===== config.mk =====
export PLATFORM = sky130hd
export DESIGN_NAME = cond_flag_unit
export DESIGN_NICKNAME = d
export VERILOG_FILES = /design/src/rtl/cond_flag_unit.sv
export SDC_FILE = /design/constraint.sdc
export NUM_CORES = 1
export LEC_CHECK = 0
export ABC_AREA = 1
export CAP_MARGIN = 10
export CORE_AREA = 2 2 39 41
export DETAILED_ROUTE_END_ITERATION = 16
export DIE_AREA = 0 0 41 43
export PLACE_DENSITY = 0.71
export SLEW_MARGIN = 20
export SYNTH_ARGS = -nofsm -noshare
export SYNTH_HDL_FRONTEND = slang
export SYNTH_SLANG_ARGS = --single-unit

===== constraint.sdc =====
create_clock -name clk -period 1.5 [get_ports clk]
set_clock_uncertainty 0.2 [all_clocks]
set_input_delay 0.15 -clock clk [delete_from_list [all_inputs] [get_ports clk]]
set_output_delay 0.15 -clock clk [all_outputs]
set_load 0.05 [all_outputs]

===== src/rtl/cond_flag_unit.sv =====
// NZCV flag register plus registered B.cond evaluator with a valid/ready result channel.
// Flush squashes the same-cycle flag write, request and any held result.
module cond_flag_unit #(
  parameter bit         FLAG_BYPASS = 1'b1,
  parameter logic [3:0] RESET_NZCV  = 4'b0000
) (
  input  logic       clk,
  input  logic       rst_n,
  input  logic       flag_we,
  input  logic       alu_negative,
  input  logic       alu_zero,
  input  logic       alu_co,
  input  logic       alu_overflow,
  input  logic       flush,
  input  logic       cond_valid,
  output logic       cond_ready,
  input  logic [3:0] cond_code,
  output logic       res_valid,
  input  logic       res_ready,
  output logic       res_taken,
  output logic [3:0] nzcv
);

  logic [3:0] nzcv_q, nzcv_d;
  logic       res_valid_q, res_valid_d;
  logic       res_taken_q, res_taken_d;
  logic [3:0] alu_flags, eff_flags;
  logic       flag_wr, accept;

  // Flags ordered {N,Z,C,V}
  function automatic logic eval_cond(input logic [3:0] code, input logic [3:0] f);
    logic n, z, c, v;
    n = f[3];
    z = f[2];
    c = f[1];
    v = f[0];
    case (code)
      4'd0:    eval_cond = z;
      4'd1:    eval_cond = !z;
      4'd2:    eval_cond = c;
      4'd3:    eval_cond = !c;
      4'd4:    eval_cond = n;
      4'd5:    eval_cond = !n;
      4'd6:    eval_cond = v;
      4'd7:    eval_cond = !v;
      4'd8:    eval_cond = c & !z;
      4'd9:    eval_cond = !c | z;
      4'd10:   eval_cond = (n == v);
      4'd11:   eval_cond = (n != v);
      4'd12:   eval_cond = !z & (n == v);
      4'd13:   eval_cond = z | (n != v);
      default: eval_cond = 1'b1;
    endcase
  endfunction

  always_comb begin
    alu_flags  = {alu_negative, alu_zero, alu_co, alu_overflow};
    flag_wr    = flag_we & !flush;
    eff_flags  = (FLAG_BYPASS && flag_wr) ? alu_flags : nzcv_q;
    // Depends only on registered state and res_ready, never on cond_valid
    cond_ready = !res_valid_q | res_ready;
    accept     = cond_valid & cond_ready & !flush;
  end

  always_comb begin
    nzcv_d      = nzcv_q;
    res_valid_d = res_valid_q;
    res_taken_d = res_taken_q;
    if (flag_wr) begin
      nzcv_d = alu_flags;
    end
    if (flush) begin
      res_valid_d = 1'b0;
    end else if (accept) begin
      res_valid_d = 1'b1;
      res_taken_d = eval_cond(cond_code, eff_flags);
    end else if (res_valid_q && res_ready) begin
      res_valid_d = 1'b0;
    end
  end

  always_ff @(posedge clk or negedge rst_n) begin
    if (!rst_n) begin
      nzcv_q      <= RESET_NZCV;
      res_valid_q <= 1'b0;
      res_taken_q <= 1'b0;
    end else begin
      nzcv_q      <= nzcv_d;
      res_valid_q <= res_valid_d;
      res_taken_q <= res_taken_d;
    end
  end

  assign nzcv      = nzcv_q;
  assign res_valid = res_valid_q;
  assign res_taken = res_taken_q;

endmodule


==> results of run 1 <==
==> repair_timing <==
item,CTS,global route
setup buffers,1,0
setup endpoints to repair,1,2
hold buffers,1,0
resized for setup,3,3
endpoints found under the hold margin,6,0
==> per-stage QoR <==
step	hold WS [ns]	utilization [%]
final	0.1162	67.63
after global routing	0.1311	67.63
after CTS	0.1159	67.27
after detailed placement	0.2037	63.92
after global placement	0.2005	63.92
after floorplan	-0.3456	-
==> sequential cells by signal, summed over array words and instances (netlist names) <==
signal and count:
res_taken 1, nzcv 4, res_valid 1
==> metal layers <==
layer  part of all wire (%)  global-route usage, %
met1                     45                  22.98
met3                    3.5                  1.571
met4                      0                  8.000
met2                     52                  30.63
met5                      0                      0
==> cell type report <==
type                    count  area [sq um]
clock buffers               4         26.28
flip-flops and latches      6         156.4
well taps                  16         20.02
inverters                  17         63.81
repair buffers             32         360.3
fillers                   126         447.9
multi-input cells          61         309.0
==> placed cells by master (no fill, tap or decap) <==
cell type	netlist	routed
nand2_1	19	18
inv_1	16	15
nand3_1	15	15
clkdlybuf4s50_1	0	11
buf_4	0	11
nand2_2	7	7
buf_12	0	7
nor2_1	6	5
dfrtp_2	0	5
a21oi_1	3	3
clkbuf_4	0	3
inv_2	1	2
nand2_4	1	2
nand3b_1	2	2
o21ai_0	2	2
nand4_1	2	2
dlygate4sd2_1	0	2
nor2_2	0	1
a31oi_1	1	1
nor3_1	1	1
o21ai_1	1	1
nor4_1	1	1
clkbuf_1	0	1
dlygate4sd3_1	0	1
dfrtp_1	6	1
==> power by group through the flow <==
stage               clock (uW)  sequential, uW  combinational [uW]
floorplan                    0             275                 109
global placement             0             214                 362
detailed placement           0             216                 367
CTS                        166             214                 371
global route               179             215                 401
finish                     163             213                 374
==> final timing paths <==
path,from,to,cells past startpoint
max in group asynchronous,rst_n,nzcv[1]$_DFF_PN0_,2
worst max-delay path,nzcv[3]$_DFF_PN0_,res_taken$_DFFE_PN0P_,10
worst min register to register,nzcv[0]$_DFF_PN0_,nzcv[0]$_DFF_PN0_,2
min in group asynchronous,rst_n,res_taken$_DFFE_PN0P_,2
worst max register to register,nzcv[3]$_DFF_PN0_,res_taken$_DFFE_PN0P_,10
worst min-delay path,flush,res_valid$_DFFE_PN0P_,3
==> cells by family after synthesis <==
family	Yosys count
compound gates	7
simple gates	54
buf+inv	17
flops	6
==> critical path, stage by stage (launching register included) <==
cell and delay (ns):
dfrtp_2 0.44, nand2_2 0.09, nand2_2 0.06, nand2_2 0.09
nand2_2 0.06, nand2_1 0.05, o21ai_1 0.06, inv_1 0.05
nand3_1 0.07, nor2_1 0.10, nor2_1 0.04
==> reports/metrics.yaml, run 1 <==
run_status:
  status: "finished clean"
detailed_routing:
  dr.pass1.iters: 4
  drt_iter0_drc: 25
  wirelength_mm: 1.368
  vias: 630
  via_per_inst: 4.632
  antenna_left: 0
  wire_per_inst_um: 10.06
  drc: 0
synth:
  syn_area_per_cell_sq_um: 6.107
  yosysTopAreaCellShare_pct: 29.27
  synth_cell_types: 16
  synth_mux_area_share_pct: 0
  synth_top_family_by_area: "simple AND/OR/NAND/NOR gates"
  yosys.area.top_type: "dfrtp_1"
  synth_cells: 84
  synth_area_sq_um: 513.0
  syn_nets: 98
  synth-compound-area-share_pct: 7.073
  synth_seq_cells: 6
  synthTopCellsByArea: "dfrtp_1, nand3_1, nand2_1, inv_1, nand2_2"
  synthXorXnorAreaFrac_pct: 0
  synth_fa_ha_area_share_pct: 0
  synth_commonest_cells: "nand2_1, inv_1, nand3_1"
  synth_edf_count: 0
  synth_most_common_cell: "nand2_1"
  async_flop_share_pct: 100.0
  synth_warnings: 0
  synthSimpleGateAreaFrac_pct: 51.22
  synth-seq-area-share_pct: 29.27
  synth-main-ff-cell: "dfrtp_1"
global_routing:
  grt_pass1_wl_mm: 2.256
  overflow: 0
  grt_max_degree: 9
  grt_pass1_vias: 552
  antenna_found_initial: 0
  grt_use_total_pct: 18.51
timing:
  worstMarginPinSlew_ns: 0.2608
  hold_violations: 0
  grt_setup_unrepaired: "yes"
  slew_violations: 0
  clock.fmax_mhz: 698.0
  maxSlewHeadroom_pct: 82.56
  period_needed_ns: 1.433
  period_share_pct: 95.51
  fin_ws_ns: 0.06729
  final.setup.tns_ns: 0
  setup-violations-final: 0
run:
  max-cap-violations: 0
placed_design:
  numPortBuffers: 20
  place.gp.congestion: 0.8546
  dpl_worst_slack_ns: -0.3448
  dpl.hpwl_mm: 1.128
  placed_area_sq_um: 884.6
  dp.cells: 130
finish:
  nets: 135
  layout.cells.non_filler: 136
  num_antenna_cells: 0
  drive_above_1_share_pct: 31.67
  synthToLayoutAreaGrowth_pct: 82.44
  fin_area_sq_um: 935.9
die:
  ioPinCount: 21
  core-area_sq_mm: 0.001384
  die_y_um: 43
  initial_core_util_pct: 37.07
  dieArea_sq_mm: 0.001763
  rows: 14
  dieWidth_um: 41
clocking:
  path_clk_slew_ns: 0.05
  cts_sinks: 6
  root_buffer: "clkbuf_4"
  cts.path.max_buffers: 2
  htree_levels: 1
  cts_made_buffers: 3
  clk-insertion-delay-late_ns: 0.24
  cts_tree: "done"
pwr:
  p_clk_share_pct: 21.7
  combPwrFrac_pct: 49.9
  internal-power_uw: 469.0
  p_leak_uw: 0.0004776
  power_frac_seq_pct: 28.4
  ir_worst_vdd_v: 0.0003366
  swShare_pct: 37.42
  powerDensity_mw_per_mm2: 800.8
  p_sw_uw: 280.5
  power_uw: 749.5
critical_path:
  crit_fanout: 3
  worstSetupPathType: "register to register"
  arrival_ns: 1.36
  cp_data_required_time_ns: 1.43
  regToRegSetupSlack_ns: 0.07
  worstSetupStartpointType: "register"
  worstSetupEndpointType: "register"
min_path:
  hp-class: "input port to register"
Power figures use the tool's default switching activity.
==> run 2: changes to the inputs <==
==> constraint.sdc (replaced) <==
create_clock -name clk -period 1.45 [get_ports clk]
set_clock_uncertainty 0.2 [all_clocks]
set_input_delay 0.145 -clock clk [delete_from_list [all_inputs] [get_ports clk]]
set_output_delay 0.145 -clock clk [all_outputs]
set_load 0.05 [all_outputs]
==> reports/metrics.yaml, run 2 (synthesis gave the netlist of run 1 again) <==
run_status:
  status: "finished clean"  # unchanged
pwr:
  p_clk_share_pct: 20.7  # was 21.7%
  internal-power_uw: 492.2  # was 469.0 uW
  power_frac_seq_pct: 27.3  # was 28.4%
  ir_worst_vdd_v: 0.0003482  # was 0.0003366 V
  power_uw: 794.7  # was 749.5 uW
  p_sw_uw: 302.6  # was 280.5 uW
  swShare_pct: 38.07  # was 37.42%
  p_leak_uw: 0.0005220  # was 0.0004776 uW
  combPwrFrac_pct: 52.0  # was 49.9%
  powerDensity_mw_per_mm2: 804.0  # was 800.8 mW/mm^2
global_routing:
  grt_use_total_pct: 20.10  # was 18.51%
  grt_pass1_wl_mm: 2.484  # was 2.256 mm
  grt_pass1_vias: 668  # was 552
  overflow: 0  # unchanged
  antenna_found_initial: 0  # unchanged
  grt_max_degree: 9  # unchanged
detailed_routing:
  drc: 0  # unchanged
  vias: 667  # was 630
  drt_iter0_drc: 7  # was 25
  antenna_left: 0  # unchanged
  wirelength_mm: 1.543  # was 1.368 mm
  dr.pass1.iters: 4  # unchanged
  wire_per_inst_um: 11.35  # was 10.06 um
  via_per_inst: 4.904  # was 4.632
die:
  dieArea_sq_mm: 0.001763  # unchanged
  ioPinCount: 21  # unchanged
  die_y_um: 43  # unchanged
  dieWidth_um: 41  # unchanged
  rows: 14  # unchanged
  initial_core_util_pct: 37.07  # unchanged
  core-area_sq_mm: 0.001384  # unchanged
run:
  max-cap-violations: 0  # unchanged
timing:
  hold_violations: 0  # unchanged
  worstMarginPinSlew_ns: 0.2796  # was 0.2608 ns
  fin_ws_ns: 0.01567  # was 0.06729 ns
  slew_violations: 0  # unchanged
  grt_setup_unrepaired: "yes"  # unchanged
  period_needed_ns: 1.434
  period_share_pct: 98.92
  setup-violations-final: 0  # unchanged
  maxSlewHeadroom_pct: 81.30  # was 82.56%
  clock.fmax_mhz: 697.2
  hold_slack_ns: 0.03647  # was 0.1162 ns
  final.setup.tns_ns: 0  # unchanged
clocking:
  root_buffer: "clkbuf_4"  # unchanged
  cts_sinks: 6  # unchanged
  cts_made_buffers: 3  # unchanged
  path_clk_slew_ns: 0.05  # about the same
  clk-insertion-delay-late_ns: 0.25  # was 0.24 ns
  cts_tree: "done"  # unchanged
  htree_levels: 1  # unchanged
  cts.path.max_buffers: 2  # unchanged
critical_path:
  crit_fanout: 3  # unchanged
  worstSetupStartpointType: "input port"  # was register
  cp_cell_sequence: "clkdlybuf4s50_1, buf_4, nand3_1, nand2_1, nand2_1, nand2_1, nand2_1, nand3_1, nand2_1, nor2_1, nor2_1"  # was nand2_2, nand2_2, nand2_2, nand2_2, nand2_1, o21ai_1, inv_1, nand3_1, nor2_1, nor2_1
  arrival_ns: 1.36  # about the same
  regToRegSetupSlack_ns: 0.02  # was 0.07 ns
  reg2regPathDepth: 10  # unchanged
  crit_buf_inv: 2  # was 1
  cp_top_family: "buffers and inverters"  # was simple AND/OR/NAND/NOR gates
  worstSetupEndpointType: "register"  # unchanged
  worstSetupPathType: "input port to register"  # was register to register
  timing.rr.end: "res_taken$_DFFE_PN0P_"  # unchanged
  crit_slowest_cell: "clkdlybuf4s50_1"  # was dfrtp_2
  critPathMostFrequentCell: "nand2_1"  # was nand2_2
  worst_path_largest_cell_delay_ns: 0.49  # was 0.44 ns
  cp_data_required_time_ns: 1.38  # was 1.43 ns
  r2r-start: "nzcv[3]$_DFF_PN0_"  # unchanged
placed_design:
  dp.cells: 130  # unchanged
  numPortBuffers: 20  # unchanged
  dpl.hpwl_mm: 1.164  # was 1.128 mm
  dpl_worst_slack_ns: -0.4451  # was -0.3448 ns
  place.gp.congestion: 0.7674  # was 0.8546
finish:
  layout.cells.non_filler: 136  # unchanged
  ff_latch_area_sq_um: 156.4  # unchanged
  largest_reg_flops: 4  # unchanged
  drive_above_1_share_pct: 42.50  # was 31.67%
  multiInputGateArea_sq_um: 352.8  # was 309.0 sq um
  nets: 135  # unchanged
  most-common-layout-cells: "inv_1, nand3_1, nand2_1"  # was nand2_1, inv_1, nand3_1
  synthToLayoutAreaGrowth_pct: 92.68  # was 82.44%
  num_antenna_cells: 0  # unchanged
  fillers: 108  # was 126
min_path:
  whs_path_depth: 3  # unchanged
  hp-class: "input port to register"  # unchanged
  worst_hold_path.endpoint: "nzcv[3]$_DFF_PN0_"  # was res_valid$_DFFE_PN0P_
  min_from: "alu_negative"  # was flush
run 2: cell types whose count changed in the layout (fill, tap and decap cells not counted), sizes merged:
cell,previous run,this run
clkdlybuf4s50,11,7
dlygate4sd2,2,1
clkbuf,4,5
dlymetal6s2s,0,4
run 2: through the flow:
stage                     util [%]  instance area [sq um]
after floorplan                  -                  524.3
after global placement       64.29                  889.6
after detailed placement     64.29                  889.6
after CTS                    68.90                  953.4
after global routing         71.43                  988.4
final                        71.43                  988.4
run 2: worst max path at each step:
stage,endpoint,depth (start not counted),start
6_report,res_taken$_DFFE_PN0P_,11,cond_code[1]
2_1_floorplan,res_taken$_DFFE_PN0P_,11,nzcv[2]$_DFF_PN0_
4_1_cts,cond_ready,4,res_valid$_DFFE_PN0P_
5_1_grt,res_taken$_DFFE_PN0P_,10,nzcv[3]$_DFF_PN0_
3_3_place_gp,res_taken$_DFFE_PN0P_,12,flag_we
3_5_place_dp,res_taken$_DFFE_PN0P_,12,flag_we
run 2: power by group through the flow:
stage	clock [uW]	combinational [uW]	sequential (uW)
global placement	0	380	217
finish	164	413	217
CTS	171	403	217
floorplan	0	115	284
detailed placement	0	388	217
global route	188	441	219
run 2: what timing repair did:
| action | CTS | global route |
|---|---|---|
| endpoints found under the hold margin | 6 | 0 |
| buffers inserted | 1 | 0 |
| pin swaps | 6 | 5 |
| setup endpoints to repair | 1 | 2 |
| resized for setup | 9 | 17 |
| hold buffers | 1 | 0 |
run 2: layer usage:
layer  vias up  GRT usage [%]  wire length [um]
met4         0          12.67                 0
met3         0         0.5236                38
met5         -              0                 0
met1       308          23.61               623
li1        341              -                 -
met2        18          33.44               881
run 2: cell type report:
type | count | share of cell area, %
repair buffers | 32 | 37.09
multi-input cells | 61 | 35.70
flip-flops and latches | 6 | 15.82
inverters | 17 | 6.709
clock buffers | 4 | 2.658
well taps | 16 | 2.025
run 2: worst min-delay path, delay by kind of cell:
| family | cells | cell delay, ns |
|---|---|---|
| AND/OR/NAND/NOR | 2 | 0.16 |
| buffers and inverters | 1 | 0.14 |
==> run 3: changes to the inputs <==
--- a/config.mk
+++ b/config.mk
@@ -10,7 +10,7 @@
 export CORE_AREA = 2 2 39 41
 export DETAILED_ROUTE_END_ITERATION = 16
 export DIE_AREA = 0 0 41 43
-export PLACE_DENSITY = 0.71
+export PLACE_DENSITY = 0.73
 export SLEW_MARGIN = 20
 export SYNTH_ARGS = -nofsm -noshare
 export SYNTH_HDL_FRONTEND = slang
==> reports/metrics.yaml, run 3 (synthesis gave the netlist of run 1 again) <==
timing:
  final.setup.tns_ns: -0.007348  # was 0 ns
  clock.fmax_mhz: 686.2  # was 697.2 MHz
  fin_ws_ns: -0.007348  # was 0.01567 ns
  hold_violations: 0  # unchanged
  grt_setup_unrepaired: "yes"  # unchanged
  maxSlewHeadroom_pct: 79.75  # was 81.30%
  setup-violations-final: 1  # was 0
  period_share_pct: 100.5  # was 98.92%
  worstMarginPinSlew_ns: 0.3037  # was 0.2796 ns
  slew_violations: 0  # unchanged
  period_needed_ns: 1.457  # was 1.434 ns
finish:
  final_common_cell: "nand2_1"
  synthToLayoutAreaGrowth_pct: 92.44  # was 92.68%
  num_antenna_cells: 0  # unchanged
  fin_area_sq_um: 987.2  # was 988.4 sq um
  nets: 137  # was 135
  largest_reg_flops: 4  # unchanged
  drive_above_1_share_pct: 40.16  # was 42.50%
  most-common-layout-cells: "nand2_1, inv_1, nand3_1, buf_4, clkdlybuf4s50_1"  # was inv_1, nand3_1, nand2_1
  finish.utilization_pct: 71.34  # was 71.43%
clocking:
  clk-insertion-delay-late_ns: 0.25  # about the same
  path_clk_slew_ns: 0.04  # was 0.05 ns
  root_buffer: "clkbuf_4"  # unchanged
  cts_sinks: 6  # unchanged
  cts.path.max_buffers: 2  # unchanged
  cts_tree: "done"  # unchanged
  cts_made_buffers: 3  # unchanged
  htree_levels: 1  # unchanged
critical_path:
  cp_data_required_time_ns: 1.38  # about the same
  worstSetupPathType: "input port to register"  # unchanged
  arrival_ns: 1.39  # was 1.36 ns
  worstSetupEndpointType: "register"  # unchanged
  worst_path_largest_cell_delay_ns: 0.50  # was 0.49 ns
  crit_slowest_cell: "clkdlybuf4s50_1"  # unchanged
  crit_fanout: 3  # unchanged
  cp_cell_sequence: "clkdlybuf4s50_1, nand3b_1, nand2_2, nand2_4, nand2_4, nand2_2, o21ai_2, inv_1, nand3_1, nor2_1, nor2_1"  # was clkdlybuf4s50_1, buf_4, nand3_1, nand2_1, nand2_1, nand2_1, nand2_1, nand3_1, nand2_1, nor2_1, nor2_1
  worstSetupStartpointType: "input port"  # unchanged
die:
  initial_core_util_pct: 37.07  # unchanged
  die_y_um: 43  # unchanged
  rows: 14  # unchanged
  ioPinCount: 21  # unchanged
  dieArea_sq_mm: 0.001763  # unchanged
  dieWidth_um: 41  # unchanged
  core-area_sq_mm: 0.001384  # unchanged
detailed_routing:
  antenna_left: 0  # unchanged
  via_per_inst: 4.754  # was 4.904
  vias: 656  # was 667
  drc: 0  # unchanged
  dr.pass1.iters: 4  # unchanged
  drt_iter0_drc: 10  # was 7
  wirelength_mm: 1.482  # was 1.543 mm
  wire_per_inst_um: 10.74  # was 11.35 um
placed_design:
  placed_area_sq_um: 889.6  # unchanged
  place.gp.congestion: 0.8592  # was 0.7674
  numPortBuffers: 20  # unchanged
  dpl.hpwl_mm: 1.117  # was 1.164 mm
pwr:
  powerDensity_mw_per_mm2: 827.0  # was 804.0 mW/mm^2
  p_leak_uw: 0.0005007  # was 0.0005220 uW
  ir_worst_vdd_v: 0.0003287  # was 0.0003482 V
  power_uw: 816.4  # was 794.7 uW
global_routing:
  grt_max_degree: 9  # unchanged
  antenna_found_initial: 0  # unchanged
  grt_use_total_pct: 19.96  # was 20.10%
  overflow: 0  # unchanged
  grt_pass1_vias: 597  # was 668
  grt_pass1_wl_mm: 2.359  # was 2.484 mm
run_status:
  violations: "negative setup slack"
  status: "finished with violations"  # was finished clean
run:
  max-cap-violations: 0  # unchanged
min_path:
  hp-class: "input port to register"  # unchanged
-- run 3: cell count changes in the layout (fill, tap and decap cells not counted), moves of 2 or more --
cell / before / now
clkdlybuf4s50_1: 7 / 11
nand2_1: 12 / 15
nand2_2: 11 / 8
o21ai_0: 0 / 2
dlymetal6s2s_1: 4 / 0
o21ai_1: 3 / 0
buf_4: 11 / 13
-- run 3: what timing repair did --
item	CTS	global route
cloned	0	0
hold buffers	1	0
pin swaps	1	9
resized for setup	4	10
buffers inserted	0	3
hold endpoints to repair	6	0
endpoints found under the setup margin	1	2
-- run 3: worst paths after layout --
| kind | start | endpoint | slack (ns) | cells after the start |
|---|---|---|---|---|
| setup reg to reg | nzcv[3]$_DFF_PN0_ | res_taken$_DFFE_PN0P_ | 0 | 10 |
| setup / recovery | alu_overflow | res_taken$_DFFE_PN0P_ | -0.007 | 11 |
| min in group asynchronous | rst_n | nzcv[0]$_DFF_PN0_ | 0.46 | 2 |
| hold / removal | flush | res_valid$_DFFE_PN0P_ | 0.11 | 3 |
| hold reg to reg | nzcv[0]$_DFF_PN0_ | nzcv[0]$_DFF_PN0_ | 0.37 | 2 |
| max in group asynchronous | rst_n | res_valid$_DFFE_PN0P_ | 0.35 | 2 |
-- run 3: metal layers --
metal / up-vias / wire, um / track usage (%)
met5: - / 0 / 0
met4: 0 / 27 / 12.67
met3: 3 / 31 / 3.141
met2: 12 / 805 / 30.31
met1: 293 / 618 / 24.76
li1: 348 / - / -
-- run 3: final cells by class --
class                   instances  area (sq um)
multi-input cells              61         345.3
clock buffers                   4         26.28
well taps                      16         20.02
repair buffers                 34         375.4
inverters                      17         63.81
flip-flops and latches          6         156.4
fillers                       105         396.6
-- run 3: power breakdown --
part,total [uW],switching [uW],internal [uW]
clock,170,65.1,105
sequential,213,20.2,192
combinational,434,226,209
total,816,311,506
-- run 3: worst max-delay path, delay by kind of cell --
family	cells	cell delay [ns]
AOI/OAI and AO/OA	1	0.04
and+or+nand+nor	8	0.64
buffers and inverters	2	0.55
-- run 3: stage by stage --
step                instances  hold WS [ns]  setup slack [ns]
floorplan                  84       -0.3506          0.005639
global placement          130        0.1944           -0.3815
detailed placement        130        0.1939           -0.4358
CTS                       135        0.1032           0.03184
global route              138        0.1406           -0.1120
finish                    138        0.1060         -0.007348
